**config.mk**
```make
export PLATFORM = sky130hd
export DESIGN_NAME = pio_change_poller
export DESIGN_NICKNAME = d
export VERILOG_FILES = /design/src/rtl/pio_poll_pkg.sv /design/src/rtl/pio_evt_fifo.sv /design/src/rtl/pio_change_poller.sv
export SDC_FILE = /design/constraint.sdc
export NUM_CORES = 1
export LEC_CHECK = 0
export BUFFER_PORTS_ARGS = -buffer_cell sky130_fd_sc_hd__buf_2
export CAP_MARGIN = 20
export CORE_MARGIN = 4
export CORE_UTILIZATION = 25
export DETAILED_ROUTE_END_ITERATION = 12
export PLACE_DENSITY_LB_ADDON = 0.15
export SYNTH_ARGS = -nofsm -noshare
export SYNTH_HDL_FRONTEND = slang
export SYNTH_SLANG_ARGS = --single-unit
```
**constraint.sdc**
```tcl
create_clock -name clk -period 10.65 [get_ports clk]
set_input_delay 2.13 -clock clk [delete_from_list [all_inputs] [get_ports clk]]
set_output_delay 2.13 -clock clk [all_outputs]
set_load 0.01 [all_outputs]
```
**src/rtl/pio_poll_pkg.sv**
```systemverilog
// Shared types and sizing for the PIO change poller.
// Holds the FSM state enum, the event record and the FIFO pointer width.
package pio_poll_pkg;

    localparam int DATA_W = 5;
    localparam int TS_W   = 16;
    localparam int DEPTH  = 4;
    localparam int PTR_W  = $clog2(DEPTH);

    typedef enum logic [1:0] {
        IDLE,
        READ,
        WAIT,
        CAPTURE
    } state_t;

    typedef struct packed {
        logic [DATA_W-1:0] value;
        logic [DATA_W-1:0] rise;
        logic [DATA_W-1:0] fall;
        logic [TS_W-1:0]   ts;
    } evt_t;

    localparam int EVT_W = $bits(evt_t);

endpackage

```
**src/rtl/pio_evt_fifo.sv**
```systemverilog
// First-word-fall-through event FIFO with drop-on-full and sticky overflow.
// Ports: clk, reset, push/din (write), ready (pop when valid), dout/valid
// (head entry), clr_ovf (clear overflow), overflow (an entry was dropped).
module pio_evt_fifo
    import pio_poll_pkg::*;
#(
    parameter int WIDTH = EVT_W
) (
    input  logic             clk,
    input  logic             reset,
    input  logic             push,
    input  logic [WIDTH-1:0] din,
    input  logic             ready,
    output logic [WIDTH-1:0] dout,
    output logic             valid,
    input  logic             clr_ovf,
    output logic             overflow
);

    logic [WIDTH-1:0] mem [DEPTH];
    logic [PTR_W:0]   wptr;
    logic [PTR_W:0]   rptr;
    logic             empty;
    logic             full;
    logic             do_pop;
    logic             do_push;
    logic             drop;

    // Extra MSB on the pointers tells full from empty.
    assign empty = (wptr == rptr);
    assign full  = (wptr[PTR_W] != rptr[PTR_W]) &&
                   (wptr[PTR_W-1:0] == rptr[PTR_W-1:0]);

    assign do_pop  = ready & ~empty;
    // A full FIFO still takes the push if the head leaves this cycle.
    assign do_push = push & (~full | do_pop);
    assign drop    = push & full & ~do_pop;

    assign valid = ~empty;
    assign dout  = mem[rptr[PTR_W-1:0]];

    always_ff @(posedge clk) begin
        if (do_push) begin
            mem[wptr[PTR_W-1:0]] <= din;
        end
    end

    always_ff @(posedge clk) begin
        if (reset) begin
            wptr     <= '0;
            rptr     <= '0;
            overflow <= 1'b0;
        end else begin
            if (do_push) begin
                wptr <= wptr + (PTR_W+1)'(1);
            end
            if (do_pop) begin
                rptr <= rptr + (PTR_W+1)'(1);
            end
            // A drop in the same cycle as a clear keeps the flag set.
            overflow <= drop | (overflow & ~clr_ovf);
        end
    end

endmodule

```
**src/rtl/pio_change_poller.sv**
```systemverilog
// Avalon-MM read initiator that polls a PIO and streams per-bit change events.
// Ports: clk, reset, enable, clr_ovf; avm_address/avm_read/avm_readdata
// (master side); evt_valid/evt_ready/evt_value/evt_rise/evt_fall/evt_ts
// (event stream); overflow (events dropped); primed (baseline exists).
module pio_change_poller
    import pio_poll_pkg::*;
#(
    parameter int         POLL_DIV     = 1024,
    parameter int         READ_LATENCY = 1,
    parameter logic [1:0] POLL_ADDR    = 2'd0
) (
    input  logic              clk,
    input  logic              reset,
    input  logic              enable,
    input  logic              clr_ovf,
    output logic [1:0]        avm_address,
    output logic              avm_read,
    input  logic [31:0]       avm_readdata,
    output logic              evt_valid,
    input  logic              evt_ready,
    output logic [DATA_W-1:0] evt_value,
    output logic [DATA_W-1:0] evt_rise,
    output logic [DATA_W-1:0] evt_fall,
    output logic [TS_W-1:0]   evt_ts,
    output logic              overflow,
    output logic              primed
);

    localparam int TMR_W = $clog2(POLL_DIV);
    localparam logic [TMR_W-1:0] TMR_RELOAD = TMR_W'(POLL_DIV - 1);
    localparam logic [1:0] WAIT_LOAD = 2'(READ_LATENCY - 1);

    state_t            state;
    state_t            state_nx;
    logic [TMR_W-1:0]  tmr;
    logic [TS_W-1:0]   ts;
    logic [1:0]        wcnt;
    logic [DATA_W-1:0] samp;
    logic [DATA_W-1:0] baseline;
    logic              push;
    evt_t              evt_in;
    evt_t              head;
    logic              tmr_zero;
    logic              unused_hi;

    assign unused_hi   = ^avm_readdata[31:DATA_W];
    assign avm_address = POLL_ADDR;
    assign tmr_zero    = (tmr == '0);

    always_comb begin
        state_nx = state;
        avm_read = 1'b0;
        unique case (state)
            IDLE: begin
                // Expiry outside IDLE is simply lost, never queued.
                if (tmr_zero && enable) begin
                    state_nx = READ;
                end
            end
            READ: begin
                avm_read = 1'b1;
                state_nx = WAIT;
            end
            WAIT: begin
                if (wcnt == 2'd0) begin
                    state_nx = CAPTURE;
                end
            end
            CAPTURE: begin
                state_nx = IDLE;
            end
            default: begin
                state_nx = IDLE;
            end
        endcase
    end

    always_ff @(posedge clk) begin
        if (reset) begin
            state    <= IDLE;
            tmr      <= TMR_RELOAD;
            ts       <= '0;
            wcnt     <= '0;
            samp     <= '0;
            baseline <= '0;
            primed   <= 1'b0;
        end else begin
            state <= state_nx;
            tmr   <= tmr_zero ? TMR_RELOAD : tmr - TMR_W'(1);
            ts    <= ts + TS_W'(1);
            if (state == READ) begin
                wcnt <= WAIT_LOAD;
            end else if (state == WAIT) begin
                wcnt <= wcnt - 2'd1;
            end
            // Latch readdata in the cycle it is valid; CAPTURE uses the copy.
            if (state == WAIT && wcnt == 2'd0) begin
                samp <= avm_readdata[DATA_W-1:0];
            end
            // Baseline follows every sample, even when the event is dropped.
            if (state == CAPTURE) begin
                primed   <= 1'b1;
                baseline <= samp;
            end
        end
    end

    assign push = (state == CAPTURE) && primed && (samp != baseline);

    always_comb begin
        evt_in       = '0;
        evt_in.value = samp;
        evt_in.rise  = samp & ~baseline;
        evt_in.fall  = ~samp & baseline;
        evt_in.ts    = ts;
    end

    pio_evt_fifo #(
        .WIDTH (EVT_W)
    ) u_fifo (
        .clk      (clk),
        .reset    (reset),
        .push     (push),
        .din      (evt_in),
        .ready    (evt_ready),
        .dout     (head),
        .valid    (evt_valid),
        .clr_ovf  (clr_ovf),
        .overflow (overflow)
    );

    assign evt_value = head.value;
    assign evt_rise  = head.rise;
    assign evt_fall  = head.fall;
    assign evt_ts    = head.ts;

endmodule

```
==> out/results.ini, run 1 <==
[placed_design]
gp_congestion = 0.6544
pre_cts_slack_ps = 6382
dp_hpwl_mm = 8.453
place_area_sq_um = 7493
dpl.cell_count = 805
numPortBuffers = 44

[power]
power_density_nw_per_um2 = 166.4
p_int_w = 0.001056
leakage_nw = 2.671
p_clk_share_pct = 43.5
pwr-share-comb_pct = 2.2
seq_power_share_pct = 54.3
max-vdd-ir-drop_mv = 0.07491
p_switching_w = 0.0002828
p_sw_share_pct = 21.12

[route]
ant_nets = 0
wl_mm = 13.73
drtPass1Iterations = 4
drc_errors = 0
wire_per_inst_um = 16.40
drtIter0Drc = 152
vias = 3651
vias_per_cell = 4.362

[global_routing]
overflow = 0
grt.total_usage_pct = 9.469
first_global_vias = 3815
grt_util_met1_pct = 11.87
grt.busiest_layer = met2
use_met2_pct = 15.79
antenna_found_initial = 0
grt_util_met3_pct = 2.268
grt_pass1_wl_mm = 22.00
grt_max_degree = 45

[timing]
setup_tns_ps = 0
fmax_ghz = 0.2241
finalCriticalPeriod_ps = 4461
max-slew-margin-rel_pct = 41.85
setup_slack_ps = 6189
finalHoldViolations = 0
fin_crit_sh_pct = 41.89
slew_violations = 0
setup_viol = 0
rsz0062_at_grt = no
worst_slew_pin_slew_ps = 864.2
timing.clock.skew_ps = 8.222
hold-worst-slack_ps = 411.3

[floorplanning]
row_count = 60
chipWidth_um = 173.7
die_h_um = 173.7
pin_count = 74
dieArea_sq_um = 30170
initial_core_util_pct = 25.46
core-area_sq_um = 26950

[cts]
cts_made_buffers = 17
clock_tree.buffer_depth = 2
hold_buffers = 0
post_cts_buffers = 0
cts_tree = done
cts.repair.resized = 0
clk_pin_slew_worst_paths_ps = 60
htree_levels = 4
cts-root-buf = clkbuf_16
clock_latency_ps = 420
cts.sink_count = 174

[worst_setup_path]
crit_type = reg2out
endpoint_kind = output pin
crit_required_ps = 8520
arrival_ps = 2330
cp_max_fo = 20
crit_path_start_kind = flip-flop

[layout]
drive_above_1_share_pct = 24.60
finalNonFillerCells = 837
syn2layout_area_growth_pct = 17.23
diodes = 0
nets = 543
final_area_sq_um = 8045

[synthesis]
synth-seq-cells = 174
ys.flop_type = edfxtp_1
yosysWarnings = 0
synth_edf_count = 124
synth.distinct_cells = 43
syn_area_sq_um = 6863
postSynth.asyncResetShare_pct = 0
syn_avg_cell_area_sq_um = 16.03
ys_seq_area_share_pct = 68.84
syn_inst = 428

[job]
maxCapViolations = 0

[hold_path]
hold_path.class = reg2reg

[status]
outcome = complete, no violations

per-stage QoR:
| stage | power (W) | util (%) |
|---|---|---|
| after floorplan | 0.0007617 | - |
| after global placement | 0.0007705 | 27.80 |
| after detailed placement | 0.0007720 | 27.80 |
| after CTS | 0.001355 | 29.85 |
| after global routing | 0.001391 | 29.85 |
| final | 0.001339 | 29.85 |
flip-flops by register name, summed over array words and instances (netlist names), 2 cells and up, named ones only:
register,cells
tmr,10
u_fifo.wptr,3
state,2
u_fifo.mem,124
samp,5
wcnt,2
u_fifo.rptr,3
ts,16
baseline,5
power by group through the flow:
stage / Clock [W] / Combinational [W] / Sequential (W)
after floorplan: 0 / 0.0000210 / 0.000741
after global placement: 0 / 0.0000283 / 0.000742
after detailed placement: 0 / 0.0000296 / 0.000742
after CTS: 0.000598 / 0.0000298 / 0.000727
after global routing: 0.000629 / 0.0000338 / 0.000728
final: 0.000582 / 0.0000290 / 0.000728
area by class of cell:
type | instances | area, sq um
Timing Repair Buffer | 51 | 272.8
Sequential cell | 174 | 4726
Tap cell | 341 | 426.7
Clock buffer | 19 | 432.9
Clock inverter | 13 | 118.9
Inverter | 22 | 82.58
Fill cell | 2672 | 18910
Multi-Input combinational cell | 217 | 1986
critical path: stages (launching register included):
cell,delay (ps)
dfxtp_2,640
buf_4,490
mux4_2,610
buf_2,170
layout by cell type, fill, tap and decap left out, types with 11 or more instances in the layout:
master / count
clkbuf_16: 17
xor2_1: 12
xnor2_1: 11
inv_1: 22
ha_1: 23
nand2_1: 22
a21oi_1: 13
mux4_2: 31
edfxtp_1: 124
nor2_1: 32
nand3_1: 11
buf_2: 44
dfxtp_1: 49
final timing paths:
kind              startpoint               end  slack (ps)  depth (start not counted)
setup / recovery   flip-flop       evt_fall[0]        6190                          3
hold / removal        tmr[0]            tmr[0]         410                          1
setup reg to reg    state[0]  u_fifo.mem[0][6]        7990                          5
hold reg to reg       tmr[0]            tmr[0]         410                          1
cells by family after synthesis:
group	Yosys count	share of synthesized area, %
buffers and inverters	38	2.352
and+or+nand+nor	100	7.110
DFF	174	68.84
muxes	39	11.38
AOI/OAI and AO/OA	30	3.136
other	1	0.05464
adders and majority gates	23	4.193
xor gates and xnor gates	23	2.935
synthesized netlist by cell type, types with 2 or more instances:
| library cell | number | share of area [%] |
|---|---|---|
| and2_1 | 4 | 0.36 |
| nand4_1 | 4 | 0.36 |
| buf_2 | 3 | 0.22 |
| buf_4 | 2 | 0.22 |
| nor2_1 | 32 | 1.8 |
| nand3_1 | 11 | 0.80 |
| clkbuf_1 | 9 | 0.49 |
| o211ai_1 | 2 | 0.22 |
| mux2_2 | 2 | 0.33 |
| a21oi_1 | 13 | 0.95 |
| ha_1 | 23 | 4.2 |
| xor2_1 | 12 | 1.5 |
| or4_1 | 2 | 0.22 |
| xnor2_1 | 11 | 1.4 |
| a31o_2 | 2 | 0.26 |
| nor2b_1 | 2 | 0.18 |
| inv_1 | 22 | 1.2 |
| and3_1 | 2 | 0.18 |
| nor4_1 | 4 | 0.36 |
| or4b_1 | 2 | 0.29 |
| mux2i_1 | 6 | 0.88 |
| nand2b_1 | 3 | 0.27 |
| or3_1 | 4 | 0.36 |
| nand2_1 | 22 | 1.2 |
| dfxtp_1 | 50 | 15 |
| nor3_1 | 5 | 0.36 |
| o21ai_0 | 2 | 0.15 |
| mux4_2 | 31 | 10 |
| edfxtp_1 | 124 | 54 |
| o31ai_1 | 4 | 0.44 |
metal layers:
metal,share of wire [%],up-vias
met4,1.5,0
met1,45,1877
met5,0,-
met2,50,48
li1,-,1712
met3,3.0,14
No activity file was read; power rests on OpenSTA's default activity.
==> run 2, diff against run 1 <==
==> constraint.sdc (replaced) <==
create_clock -name clk -period 3.76 [get_ports clk]
set_input_delay 0.752 -clock clk [delete_from_list [all_inputs] [get_ports clk]]
set_output_delay 0.752 -clock clk [all_outputs]
set_load 0.01 [all_outputs]
==> run 2 against run 1 <==
Compared with the run above: via count down 1.6%; clock power rose to 3.0 times the previous value; count of clock-buffer cells in the layout shrank 2; cell count grew 0.24%; combinational power grew to 2.8 times the previous value; total power grew to 2.9 times the previous value; first-iteration DRC count rose by 47%; critical endpoint is now evt_ts[13].
==> out/results.ini, run 2 (synthesis results as in run 1) <==
[timing]
max-slew-margin-rel_pct = 41.17
slew_violations = 0
setup_tns_ps = 0
setup_viol = 0
fmax_ghz = 0.3932
setup_slack_ps = 1217
fin_crit_sh_pct = 67.64
finalCriticalPeriod_ps = 2543
worst_slew_pin_slew_ps = 882.4
timing.clock.skew_ps = 8.520
finalHoldViolations = 0
rsz0062_at_grt = no

[floorplanning]
initial_core_util_pct = 25.46
die_h_um = 173.7
dieArea_sq_um = 30170
chipWidth_um = 173.7
core-area_sq_um = 26950
row_count = 60
pin_count = 74

[status]
outcome = complete, no violations

[job]
maxCapViolations = 0

[worst_setup_path]
reg2reg_from = samp[3]
r2r_setup_slack_ps = 1250
cp_max_fo = 31
endpoint_kind = output pin
crit_path_start_kind = flip-flop
reg2reg_to = u_fifo.mem[1][5]
crit_type = reg2out
critPathCapture = evt_ts[13]
arrival_ps = 1790
r2r_cells = 6
crit_required_ps = 3010

[cts]
cts.repair.resized = 0
post_cts_buffers = 0
cts_made_buffers = 17
hold_buffers = 0
cts-root-buf = clkbuf_16
clock_latency_ps = 420
cts.sink_count = 174
cts_tree = done
htree_levels = 4
clk_pin_slew_worst_paths_ps = 70
clock_tree.buffer_depth = 2

[layout]
layout_commonest_cell = edfxtp_1
nets = 545
largest_register_ffs = 124
diodes = 0
syn2layout_area_growth_pct = 18.65
drive_above_1_share_pct = 25.30
layout_common_cells = edfxtp_1 (124), dfxtp_1 (49), buf_2 (44)

[placed_design]
numPortBuffers = 44
pre_cts_slack_ps = 1179
dp_hpwl_mm = 8.417
gp_congestion = 0.6699

[hold_path]
hold_path.class = reg2reg

[power]
max-vdd-ir-drop_mv = 0.2022
leakage_nw = 2.702
power_density_nw_per_um2 = 475.1

[route]
ant_nets = 0
wire_per_inst_um = 15.87
vias = 3591
wl_mm = 13.31
drc_errors = 0
vias_per_cell = 4.280
drtIter0Drc = 224
drtPass1Iterations = 4

[global_routing]
first_global_vias = 3809
grt_pass1_wl_mm = 21.33
grt.total_usage_pct = 9.163
antenna_found_initial = 0
grt_max_degree = 45
overflow = 0

-- run 2: critical path, stage by stage (launching register included) --
cell and delay (ps):
dfxtp_1 320, buf_4 460, mux4_2 420, buf_2 160
-- run 2: through the flow --
| step | std cells | util, % | hold slack, ps | instance area [sq um] | total power [W] |
|---|---|---|---|---|---|
| finish | 839 | 30.21 | 415.5 | 8143 | 0.003869 |
| floorplan | 429 | - | 376.2 | 6872 | 0.002157 |
| global placement | 807 | 28.02 | 397.5 | 7552 | 0.002182 |
| global route | 839 | 30.21 | 437.9 | 8143 | 0.004032 |
| CTS | 839 | 30.21 | 420.0 | 8143 | 0.003928 |
| detailed placement | 807 | 28.02 | 403.2 | 7552 | 0.002185 |
-- run 2: where the power goes --
part	total [W]	leakage [nW]	internal (W)	switching [W]
clock	0.00173	0.286	0.000948	0.000781
combinational	0.0000802	0.871	0.0000307	0.0000495
sequential	0.00206	1.54	0.00204	0.0000152
total	0.00387	2.70	0.00302	0.000845
-- run 2: area by class of cell --
cell class                 count  area, sq um
inverter                      22        82.58
multi-input combinational    217         1992
timing repair buffer          53        325.3
tap                          341        426.7
fill                        2612        18810
sequential                   174         4726
clock buffer                  17        425.4
clock inverter                15        165.2
-- run 2: worst min-delay path by stage --
stage	from	cells after the start	endpoint	slack, ps
after CTS	tmr[0]	1	tmr[0]	420
after floorplan	tmr[0]	1	tmr[0]	380
after global routing	tmr[0]	1	tmr[0]	440
after detailed placement	tmr[0]	1	tmr[0]	400
after global placement	tmr[0]	1	tmr[0]	400
final	tmr[0]	1	tmr[0]	420
-- run 2: routing by layer --
layer | GRT usage [%] | up-vias | share of wire [%]
met5 | 0 | - | 0
met4 | 3.167 | 0 | 1.1
met3 | 2.574 | 12 | 2.9
met2 | 15.67 | 40 | 51
li1 | - | 1719 | -
met1 | 11.15 | 1820 | 45
